$ cat src/rtl/captura_z_pkg.sv
// Shared definitions for captura_z: code width from Parte2 and the FIFO occupancy view.
package captura_z_pkg;

    localparam int unsigned Z_W = 3;

    typedef enum logic [1:0] {
        OCC_VACIO   = 2'd0,
        OCC_PARCIAL = 2'd1,
        OCC_LLENO   = 2'd2
    } occ_st_e;

    function automatic occ_st_e occ_view(input int unsigned occ, input int unsigned depth);
        if (occ == 0)          return OCC_VACIO;
        else if (occ == depth) return OCC_LLENO;
        else                   return OCC_PARCIAL;
    endfunction

endpackage

$ cat src/rtl/captura_z_fifo_sinc.sv
// Synchronous first-word-fall-through FIFO with a registered VACIO/PARCIAL/LLENO view.
//   state       | meaning
//   OCC_VACIO   | occ == 0, dout forced to 0
//   OCC_PARCIAL | 0 < occ < DEPTH
//   OCC_LLENO   | occ == DEPTH, push only lands if a pop frees a slot
module fifo_sinc
    import captura_z_pkg::*;
#(
    parameter int unsigned DEPTH = 4,
    parameter int unsigned WIDTH = Z_W
) (
    input  logic             clk,
    input  logic             r,
    input  logic             push,
    input  logic             pop,
    input  logic [WIDTH-1:0] din,
    output logic [WIDTH-1:0] dout,
    output logic             lleno,
    output logic             vacio,
    output logic             acepta
);

    localparam int unsigned PTR_W = $clog2(DEPTH);
    localparam int unsigned OCC_W = PTR_W + 1;

    logic [WIDTH-1:0] mem_q [DEPTH];
    logic [WIDTH-1:0] mem_d [DEPTH];
    logic [PTR_W-1:0] wr_ptr_q, wr_ptr_d;
    logic [PTR_W-1:0] rd_ptr_q, rd_ptr_d;
    logic [OCC_W-1:0] occ_q, occ_d;
    occ_st_e          st_q, st_d;
    logic             do_wr, do_rd;

    // A pop on a full FIFO frees the slot the same-edge push takes.
    always_comb begin
        do_rd    = pop & (occ_q != '0);
        do_wr    = push & ((occ_q != OCC_W'(DEPTH)) | do_rd);
        acepta   = do_wr;
        wr_ptr_d = wr_ptr_q + PTR_W'(do_wr);
        rd_ptr_d = rd_ptr_q + PTR_W'(do_rd);
        occ_d    = occ_q + OCC_W'(do_wr) - OCC_W'(do_rd);
        mem_d    = mem_q;
        if (do_wr) begin
            mem_d[wr_ptr_q] = din;
        end
    end

    always_ff @(posedge clk or negedge r) begin
        if (!r) begin
            wr_ptr_q <= '0;
            rd_ptr_q <= '0;
            occ_q    <= '0;
            for (int i = 0; i < DEPTH; i++) begin
                mem_q[i] <= '0;
            end
        end else begin
            wr_ptr_q <= wr_ptr_d;
            rd_ptr_q <= rd_ptr_d;
            occ_q    <= occ_d;
            mem_q    <= mem_d;
        end
    end

    always_ff @(posedge clk or negedge r) begin
        if (!r) begin
            st_q <= OCC_VACIO;
        end else begin
            st_q <= st_d;
        end
    end

    always_comb begin
        st_d = occ_view(32'(occ_d), DEPTH);
    end

    always_comb begin
        vacio = (st_q == OCC_VACIO);
        lleno = (st_q == OCC_LLENO);
        dout  = vacio ? '0 : mem_q[rd_ptr_q];
    end

endmodule

$ cat src/rtl/captura_z.sv
// Captures Parte2's Z on I&en into a FWFT queue drained over valid/ready;
// keeps a saturating accepted-sample count and a sticky lost-sample flag.
module captura_z
    import captura_z_pkg::*;
#(
    parameter int unsigned DEPTH = 4,
    parameter int unsigned CNT_W = 8
) (
    input  logic             clk,
    input  logic             r,
    input  logic [Z_W-1:0]   Z,
    input  logic             I,
    input  logic             en,
    input  logic             clr,
    input  logic             dout_ready,
    output logic [Z_W-1:0]   dout,
    output logic             dout_valid,
    output logic             lleno,
    output logic             vacio,
    output logic [CNT_W-1:0] cuenta,
    output logic             perdido
);

    logic             push, pop, acepta;
    logic [CNT_W-1:0] cuenta_q, cuenta_d;
    logic             perdido_q, perdido_d;

    assign push       = I & en;
    assign pop        = dout_valid & dout_ready;
    assign dout_valid = ~vacio;
    assign cuenta     = cuenta_q;
    assign perdido    = perdido_q;

    fifo_sinc #(
        .DEPTH (DEPTH),
        .WIDTH (Z_W)
    ) u_fifo (
        .clk    (clk),
        .r      (r),
        .push   (push),
        .pop    (pop),
        .din    (Z),
        .dout   (dout),
        .lleno  (lleno),
        .vacio  (vacio),
        .acepta (acepta)
    );

    // clr overrides both the count of a same-edge push and a same-edge drop.
    always_comb begin
        cuenta_d  = cuenta_q;
        perdido_d = perdido_q;
        if (clr) begin
            cuenta_d  = '0;
            perdido_d = 1'b0;
        end else begin
            if (acepta && (cuenta_q != '1)) begin
                cuenta_d = cuenta_q + CNT_W'(1);
            end
            if (push && !acepta) begin
                perdido_d = 1'b1;
            end
        end
    end

    always_ff @(posedge clk or negedge r) begin
        if (!r) begin
            cuenta_q  <= '0;
            perdido_q <= 1'b0;
        end else begin
            cuenta_q  <= cuenta_d;
            perdido_q <= perdido_d;
        end
    end

endmodule

$ cat config.mk
export PLATFORM = sky130hd
export DESIGN_NAME = captura_z
export DESIGN_NICKNAME = d
export VERILOG_FILES = /design/src/rtl/captura_z_pkg.sv /design/src/rtl/captura_z_fifo_sinc.sv /design/src/rtl/captura_z.sv
export SDC_FILE = /design/constraint.sdc
export NUM_CORES = 1
export LEC_CHECK = 0
export CAP_MARGIN = 5
export CORE_ASPECT_RATIO = 1.1
export CORE_MARGIN = 2
export CORE_UTILIZATION = 53
export DETAILED_ROUTE_END_ITERATION = 12
export GPL_TIMING_DRIVEN = 0
export PLACE_DENSITY_LB_ADDON = 0.2
export RECOVER_POWER = 50
export SYNTH_ARGS = -nofsm -noshare
export SYNTH_HDL_FRONTEND = slang
export SYNTH_HIERARCHICAL = 1
export SYNTH_SLANG_ARGS = --single-unit
export TNS_END_PERCENT = 20
$ cat constraint.sdc
create_clock -name clk -period 3 [get_ports clk]
set_input_delay 0.6 -clock clk [delete_from_list [all_inputs] [get_ports clk]]
set_output_delay 0.6 -clock clk [all_outputs]
set_load 0.02 [all_outputs]
# After elaboration in Yosys (flattened, before gate mapping)
# Cells that the tools add are included.
# totals
output_inout_bits	15
reg_bits	30
elab_cells	52
input_bits	9
# classes
order_cmp	3
add_sub_neg	5
n_eq_ne	4
bitwise_logic	8
reduce_logical	9
n_mux	13
# op_table
cell	count
$mux W8	2
$bwmux W12	1
$mux W3	4
$add A8 B1 Y8 const B	1
$ne A8 B8 Y1 const B	1
$bmux W3 S2	1
$demux W3 S2	1
$ge A3 B3 Y1 const B	2
$not A2 Y3	2
$add A2 B1 Y2	2
$and A1 B1 Y1	4
$mux W2	2
$reduce_bool A2 Y1	2
$add A3 B1 Y3	1
$eq A3 B3 Y1 const B	1
$logic_and A1 B1 Y1	3
$logic_not A3 Y1	1
$lt A3 B1 Y1 const B	1
$ne A3 B3 Y1 const B	1
$reduce_bool A3 Y1	1
$sub A3 B1 Y3	1
$eq A2 B2 Y1 const B	1
$logic_not A2 Y1	1
$mux W1	2
3 further kinds	3

# Logic depth before layout (Yosys ltp)
# Gate-level depths: netlist (run 1).
# depth
word_depth	11
depth_mapped	9
ltp_nobuf	9

# Cells and area by module
# Netlist (run 1), hierarchy kept.
# modules_own_cells
mod	cells_each	n_inst	area_per_inst_um2	seq_area_each_um2
fifo_sinc	65	1	985.9	525.5
captura_z	54	1	556.8	225.2

# Worst setup path before layout (run 1)
# OpenSTA, ideal clock, no wires.
# synth_timing
path_kind	register -> register
startpoint	register u_fifo.st_q[1]
endpoint	register u_fifo.st_q[1]
n_path_buf	0
setup_time_ps	88
t_arrival_ps	2713
setup_slack_ps	199
path_stages_with_launch	10
required_ps	2912
period_less_slack_ps	2801
path_cell_list	dfrtp_1 -> nor2_1 -> nor2b_1 -> nor4b_4 -> and2b_2 -> ha_1 -> fa_1 -> xnor2_1 -> xnor2_1 -> nor3b_1
# synth_via
elab_chain_cells	11
elab_cells_between_ends	12
cone_classes	add/sub (2); eq/ne (1); mux (2); bitwise (5); reduce/logical (2)
# synth_lines
item	line_no	source
from (decl)	captura_z_fifo_sinc.sv:31	occ_st_e st_q, st_d;
from (signal assigned)	captura_z_fifo_sinc.sv:68	st_q <= st_d;
$logic_not A2 Y1 (*)	captura_z_fifo_sinc.sv:77	vacio = (st_q == OCC_VACIO);
via vacio	captura_z.sv:19	output logic vacio,
$not A1 Y1 (*)	captura_z.sv:30	assign dout_valid = ~vacio;
$and A1 B1 Y1 (*)	captura_z.sv:29	assign pop = dout_valid & dout_ready;
via pop	captura_z.sv:24	logic push, pop, acepta;
$and A1 B1 Y1 (*)	captura_z_fifo_sinc.sv:36	do_rd = pop & (occ_q != '0);
$or A1 B1 Y1 (*)	captura_z_fifo_sinc.sv:37	do_wr = push & ((occ_q != OCC_W'(DEPTH)) | do_rd);
$and A1 B1 Y1 (*)	captura_z_fifo_sinc.sv:37	
via acepta	captura_z.sv:24	
$add A3 B1 Y3 (*)	captura_z_fifo_sinc.sv:41	occ_d = occ_q + OCC_W'(do_wr) - OCC_W'(do_rd);
$sub A3 B1 Y3 (*)	captura_z_fifo_sinc.sv:41	
via u_fifo.occ_d[2]	captura_z_fifo_sinc.sv:30	logic [OCC_W-1:0] occ_q, occ_d;
$eq A3 B3 Y1	captura_z_pkg.sv:14	else if (occ == depth) return OCC_LLENO;
$mux W2	captura_z_pkg.sv:14	
$mux W2 (*)	captura_z_pkg.sv:13	if (occ == 0) return OCC_VACIO;
via u_fifo.st_d[1]	captura_z_fifo_sinc.sv:31	
# The timed path passes the listed nets; every way through them passes the cells marked *.
# A chain may end at the register's enable or synchronous reset.

# Worst setup path in the final report (run 1)
# layout_timing
startpoint	input port dout_ready
endpoint	register u_fifo.st_q[1]
# layout_via
elab_chain_cells	9
elab_cells_between_ends	10
cone_classes	add/sub (2); eq/ne (1); mux (2); bitwise (4); reduce/logical (1)
# layout_lines
item	line_no	source
from (decl)	captura_z.sv:15	input logic dout_ready,
$and A1 B1 Y1 (*)	captura_z.sv:29	
via pop	captura_z.sv:24	
$and A1 B1 Y1 (*)	captura_z_fifo_sinc.sv:36	
$or A1 B1 Y1 (*)	captura_z_fifo_sinc.sv:37	
$and A1 B1 Y1 (*)	captura_z_fifo_sinc.sv:37	
via acepta	captura_z.sv:24	
$add A3 B1 Y3 (*)	captura_z_fifo_sinc.sv:41	
$sub A3 B1 Y3 (*)	captura_z_fifo_sinc.sv:41	
via u_fifo.occ_d[2]	captura_z_fifo_sinc.sv:30	
$eq A3 B3 Y1	captura_z_pkg.sv:14	
$mux W2	captura_z_pkg.sv:14	
$mux W2 (*)	captura_z_pkg.sv:13	
via u_fifo.st_d[1]	captura_z_fifo_sinc.sv:31	
# Marked as above.

==> results of run 1 <==
[cell type report]
type	instances	share of cell area, %
inverters	4	0.806
clock buffers	6	2.76
well taps	33	2.22
multi-input cells	82	40.9
flip-flops and latches	30	40.3
repair buffers	23	12.0
plain buffers	3	1.01
[cells by family after synthesis]
family | after synthesis | synth area share (%)
AOI/OAI and AO/OA | 15 | 7.46
adders and majority gates | 4 | 3.73
muxes | 20 | 18.4
DFF | 30 | 48.7
and+or+nand+nor | 38 | 16.7
xor gates and xnor gates | 5 | 2.84
buffers and inverters | 7 | 2.19
[cells in the mapped netlist (2+ instances only)]
| master | number |
|---|---|
| a21oi_1 | 3 |
| a21oi_2 | 3 |
| inv_1 | 4 |
| nand2_1 | 3 |
| nand4_1 | 2 |
| mux4_2 | 3 |
| nand2b_1 | 2 |
| nor3b_1 | 2 |
| dfrtp_1 | 30 |
| and4_1 | 2 |
| nor2_1 | 6 |
| clkbuf_1 | 2 |
| ha_1 | 3 |
| xnor2_1 | 4 |
| mux2_2 | 9 |
| mux2_4 | 7 |
| nor3_1 | 2 |
| nor2b_1 | 9 |
[routing by layer]
layer / wire, um / GRT usage, %
met1: 1190 / 21.2
met2: 1400 / 33.5
met3: 154 / 6.40
met4: 71 / 8.71
met5: 0 / 0
[power groups by stage]
stage | clock [mW] | combinational, mW | sequential, mW
floorplan | 0 | 0.480 | 0.644
global placement | 0 | 0.642 | 0.660
global route | 0.258 | 0.711 | 0.690
finish | 0.228 | 0.655 | 0.668
CTS | 0.237 | 0.667 | 0.669
detailed placement | 0 | 0.662 | 0.677
[stage by stage]
step                      setup slack (ns)  util (%)  hold slack (ns)  std cells  total power [mW]
after floorplan                      0.199         -            0.304        119              1.12
after global placement              -0.132      65.3            0.483        175              1.30
after detailed placement            -0.152      65.3            0.496        175              1.34
after CTS                           0.0922      67.2            0.518        181              1.57
after global routing                0.0224      67.0            0.540        181              1.66
final                                0.154      67.0            0.514        181              1.55
[worst paths after layout]
kind | start | to | cells past startpoint
max | dout_ready | u_fifo/st_q[1] | 9
min | u_fifo/mem_q[4] | u_fifo/mem_q[4] | 1
max reg2reg | u_fifo/st_q[1] | u_fifo/st_q[1] | 9
min reg2reg | u_fifo/mem_q[4] | u_fifo/mem_q[4] | 1
max in group asynchronous | r | u_fifo/mem_q[9] | 1
min in group asynchronous | r | u_fifo/mem_q[11] | 1
[state kept, by name (all words and copies together), names as in the netlist]
name	cells
perdido	1
u_fifo/mem_q	12
u_fifo/wr_ptr_q	2
u_fifo/occ_q	3
u_fifo/rd_ptr_q	2
u_fifo/st_q	2
cuenta	8
==> impl_metrics.yaml, run 1 <==
clock_tree:
  cts_root_buffer: "clkbuf_4"
  ctsHoldBuffers: 0
  htreeDepth: 2
  cts_setup_buffers: 0
  cts_tree: "yes"
  cts_resized: 0
  clk_pin_slew_ns: 0.09
  clock_latency_ns: 0.32
  cts_sinks: 30
  cts_buffers: 5
  cts_buffer_depth: 2
setup_path:
  path_cells: "clkdlybuf4s50_1 > nor2b_1 > nor4b_4 > and2b_2 > ha_1 > fa_1 > xnor2_1 > xnor2_1 > nor3b_1"
  cp_slowest_stage_delay_ns: 0.42
  arrival_ns: 3.07
  cp_common_cell: "xnor2_1"
  path_max_fanout: 8
  worst_path_max_delay_cell: "nor4b_4"
  critical_path_class: "in -> reg"
  start_kind: "input pin"
  critPathCaptureType: "register"
  path_buf_inv: 1
  reg2reg_slack_ns: 0.25
  worstPathRequired_ns: 3.22
  path_delay_family: "simple AND/OR/NAND/NOR gates"
timing:
  fin_tns_setup_ns: 0
  rsz0062_at_grt: "no"
  fmax_mhz: 351
  worstMarginPinSlew_ns: 1.55
  min_period_over_period_pct: 94.9
  slew_violations: 31
  skew_ns: 0.0125
  slew_headroom_pct: -3.39
  post-route-min-period_ns: 2.85
  setup_violations: 0
  hold_violations: 0
floorplanning:
  die_w_um: 55.4
  fp-row-count: 20
  dieHeight_um: 60.6
  core_um2: 2780
  initial_core_util_pct: 55.5
  io_pins: 24
  die_area_um2: 3360
power:
  p_sw_share_pct: 32.8
  p_int_mw: 1.04
  p_switching_mw: 0.509
  clock_power_share_pct: 14.7
  leakage_nw: 0.792
  power_density_nw_per_um2: 833
  p_comb_share_pct: 42.2
  max-vdd-ir-drop_mv: 0.570
  power_frac_seq_pct: 43.1
outcome:
  outcome: "finished with violations"
  violations: "capacitance limit, slew limit"
place:
  routabilityCongestion: 0.748
  placed_cell_area_um2: 1810
  dp_hpwl_um: 2100
  io_buffers: 23
synthesis:
  synth_seq_cells: 30
  synthFlopType: "dfrtp_1"
  netlist.area_leader.share_pct: 48.7
  yosys.area.top_type: "dfrtp_1"
  ys_types: 41
  avgSynthCellArea_um2: 13.0
  synth-seq-area-share_pct: 48.7
  synth_cells: 119
  syn-cell-area_um2: 1540
  syn_nets: 132
  yosys_warnings: 6
  synth-edff-count: 0
  synth_area_leaders: "dfrtp_1, mux2_4, mux2_2, mux4_2, nor2b_1"
  ys_async_sr_fraction_pct: 100
grt:
  gr-total-overflow: 0
  grt_use_total_pct: 19.0
  grt_max_degree: 31
  grt_pass1_vias: 1097
  antenna_found_initial: 0
  grt_pass1_wl_um: 4880
layout:
  regArea_um2: 751
  syn2layout_area_growth_pct: 20.7
  multiInputGateArea_um2: 761
  layout_commonest_cell: "dfrtp_1"
  drive_above_1_share_pct: 25.0
  most-common-layout-cells: "dfrtp_1, clkdlybuf4s50_1, nor2b_1, mux2_2, mux2_4"
  diodes: 0
  final_nets: 162
  nFillCells: 221
  final_design_area_no_fill_um2: 1860
worst_hold_path:
  hp-class: "reg -> reg"
drt:
  drt_iter0_drc: 8
  antenna_left: 0
  vias_per_cell: 5.69
  vias: 1030
  drt_pass1_iterations: 4
  drc_errors: 0
  wire_per_inst_um: 15.5
  drt-total-wl_um: 2810
job:
  max-cap-violations: 1
Power figures use the tool's default switching activity.
==> inputs of run 2 (changes only) <==
CORE_UTILIZATION = 52   (was 53)
SYNTH_HIERARCHICAL = default   (was 1)
==> run 2 against run 1 <==
The flow still finishes with violations (capacitance limit, slew limit). Critical endpoint is now dout[1]. Sequential cell count unchanged. First-iteration DRC count is 110% higher. Synthesized area down 3.6%. Clock power increased by 2%.
==> impl_metrics.yaml, run 2 <==
drt:
  antenna_left: 0
  wire_per_inst_um: 15.3
  vias: 1021
  drt_pass1_iterations: 4
  drt_iter0_drc: 17
  drc_errors: 0
  vias_per_cell: 5.64
  drt-total-wl_um: 2770
synthesis:
  syn-cell-area_um2: 1490
  synth_cells: 119
  avgSynthCellArea_um2: 12.5
  netlist.area_leader.share_pct: 50.5
  synthSimpleGateAreaFrac_pct: 16.3
  yosys.area.top_type: "dfrtp_1"
  synth_mux_area_share_pct: 15.8
  synthTopCellsByCount: "dfrtp_1, mux2_2, nor2_1, nor2b_1, inv_1"
  synth_top_family_by_area: "simple AND/OR/NAND/NOR gates"
  syn_nets: 134
  synth_area_leaders: "dfrtp_1, mux2_2, mux4_2, ha_1, nor2b_1"
  synth-seq-area-share_pct: 50.5
  synth_xor_area_share_pct: 2.36
  synth_fa_ha_area_share_pct: 5.56
  synth_most_common_cell: "dfrtp_1"
  synth-edff-count: 0
  synthFlopType: "dfrtp_1"
  synth_seq_cells: 30
  ys_types: 33
  synth-compound-area-share_pct: 6.65
  ys_async_sr_fraction_pct: 100
  yosys_warnings: 0
clock_tree:
  clk_pin_slew_ns: 0.09
  cts_sinks: 30
  cts_tree: "yes"
  clock_latency_ns: 0.33
  cts_buffer_depth: 2
  cts_buffers: 5
  cts_root_buffer: "clkbuf_4"
  ctsHoldBuffers: 0
  cts_resized: 0
  htreeDepth: 2
  cts_setup_buffers: 0
floorplanning:
  die_area_um2: 3300
  fp-row-count: 20
  core_um2: 2750
  dieHeight_um: 60.1
  initial_core_util_pct: 54.0
  io_pins: 24
  die_w_um: 55.0
setup_path:
  arrival_ns: 2.05
  worstPathRequired_ns: 2.40
  start_kind: "register"
  critical_path_class: "reg -> out"
  critPathCaptureType: "output pin"
  path_max_fanout: 4
outcome:
  violations: "capacitance limit, slew limit"
  outcome: "finished with violations"
timing:
  setup_violations: 0
  rsz0062_at_grt: "no"
  hold_violations: 0
  slew_violations: 31
  post-route-min-period_ns: 2.65
  worstMarginPinSlew_ns: 1.56
  fin_tns_setup_ns: 0
  skew_ns: 0.0135
  min_period_over_period_pct: 88.2
  slew_headroom_pct: -4.13
  fmax_mhz: 378
  fin_ws_ns: 0.353
layout:
  syn2layout_area_growth_pct: 21.3
  final_core_util_pct: 65.5
  diodes: 0
  largest_register_ffs: 12
  drive_above_1_share_pct: 19.6
  final_nets: 164
  nFillCells: 229
  top_register: "u_fifo.mem_q"
  layout_commonest_cell: "dfrtp_1"
  most-common-layout-cells: "dfrtp_1, clkdlybuf4s50_1, mux2_2, nor2_1, nor2b_1"
  final_design_area_no_fill_um2: 1800
place:
  io_buffers: 23
  placed_cell_area_um2: 1760
  routabilityCongestion: 0.773
  dp_hpwl_um: 2020
  dp_slack_ns: 0.285
worst_hold_path:
  hp-class: "reg -> reg"
grt:
  gr-total-overflow: 0
  grt_max_degree: 31
  grt_use_total_pct: 20.4
  grt_pass1_wl_um: 4510
  antenna_found_initial: 0
  grt_pass1_vias: 1012
job:
  max-cap-violations: 1
power:
  max-vdd-ir-drop_mv: 0.710
  power_density_nw_per_um2: 855
  leakage_nw: 0.740
## run 2: path summary, 6_finish.rpt
path / start / to / slack [ns] / cells past startpoint
worst min-delay path: u_fifo.mem_q[4] / u_fifo.mem_q[4] / 0.50 / 1
max in group asynchronous: r / u_fifo.mem_q[5] / 1.44 / 1
worst max-delay path: u_fifo.rd_ptr_q[0] / dout[1] / 0.35 / 3
worst max register to register: u_fifo.st_q[1] / u_fifo.st_q[1] / 0.63 / 9
min in group asynchronous: r / u_fifo.st_q[1] / 0.64 / 1
worst min register to register: u_fifo.mem_q[4] / u_fifo.mem_q[4] / 0.50 / 1
## run 2: cells by family after synthesis
logic type	after synthesis
xor+xnor	4
compound gates	14
flops	30
simple gates	38
fa+ha+maj	6
buf+inv	9
mux	18
## run 2: metal layers
metal	GRT usage [%]	vias up	part of all wire, %
met5	0	-	0
met4	12.5	0	2.7
met3	5.25	7	4.7
met2	32.5	27	49
met1	24.1	502	44
li1	-	485	-
## run 2: metrics by stage
step / power (mW) / std cells / hold slack (ns)
2_1_floorplan: 1.10 / 119 / 0.304
6_report: 1.54 / 181 / 0.503
3_5_place_dp: 1.32 / 175 / 0.492
4_1_cts: 1.56 / 181 / 0.512
5_1_grt: 1.65 / 181 / 0.529
3_3_place_gp: 1.29 / 175 / 0.485
## run 2: final cells by class
cell class / instances / area [um2] / area share, %
Buffer: 2 / 15.0 / 0.833
Clock buffer: 6 / 51.3 / 2.85
Inverter: 7 / 26.3 / 1.46
Tap cell: 33 / 41.3 / 2.29
Sequential cell: 30 / 751 / 41.6
Multi-Input combinational cell: 80 / 694 / 38.5
Timing Repair Buffer: 23 / 224 / 12.4
## run 2: report_power, final
group          switching, mW  internal, mW
clock                  0.127         0.105
sequential             0.125         0.553
combinational          0.268         0.364
## run 2: critical path, cell delays in order (launching register included)
cell and delay [ns]:
dfrtp_1 0.49, mux4_2 0.53, nor2b_1 0.15, clkdlybuf4s50_1 0.55
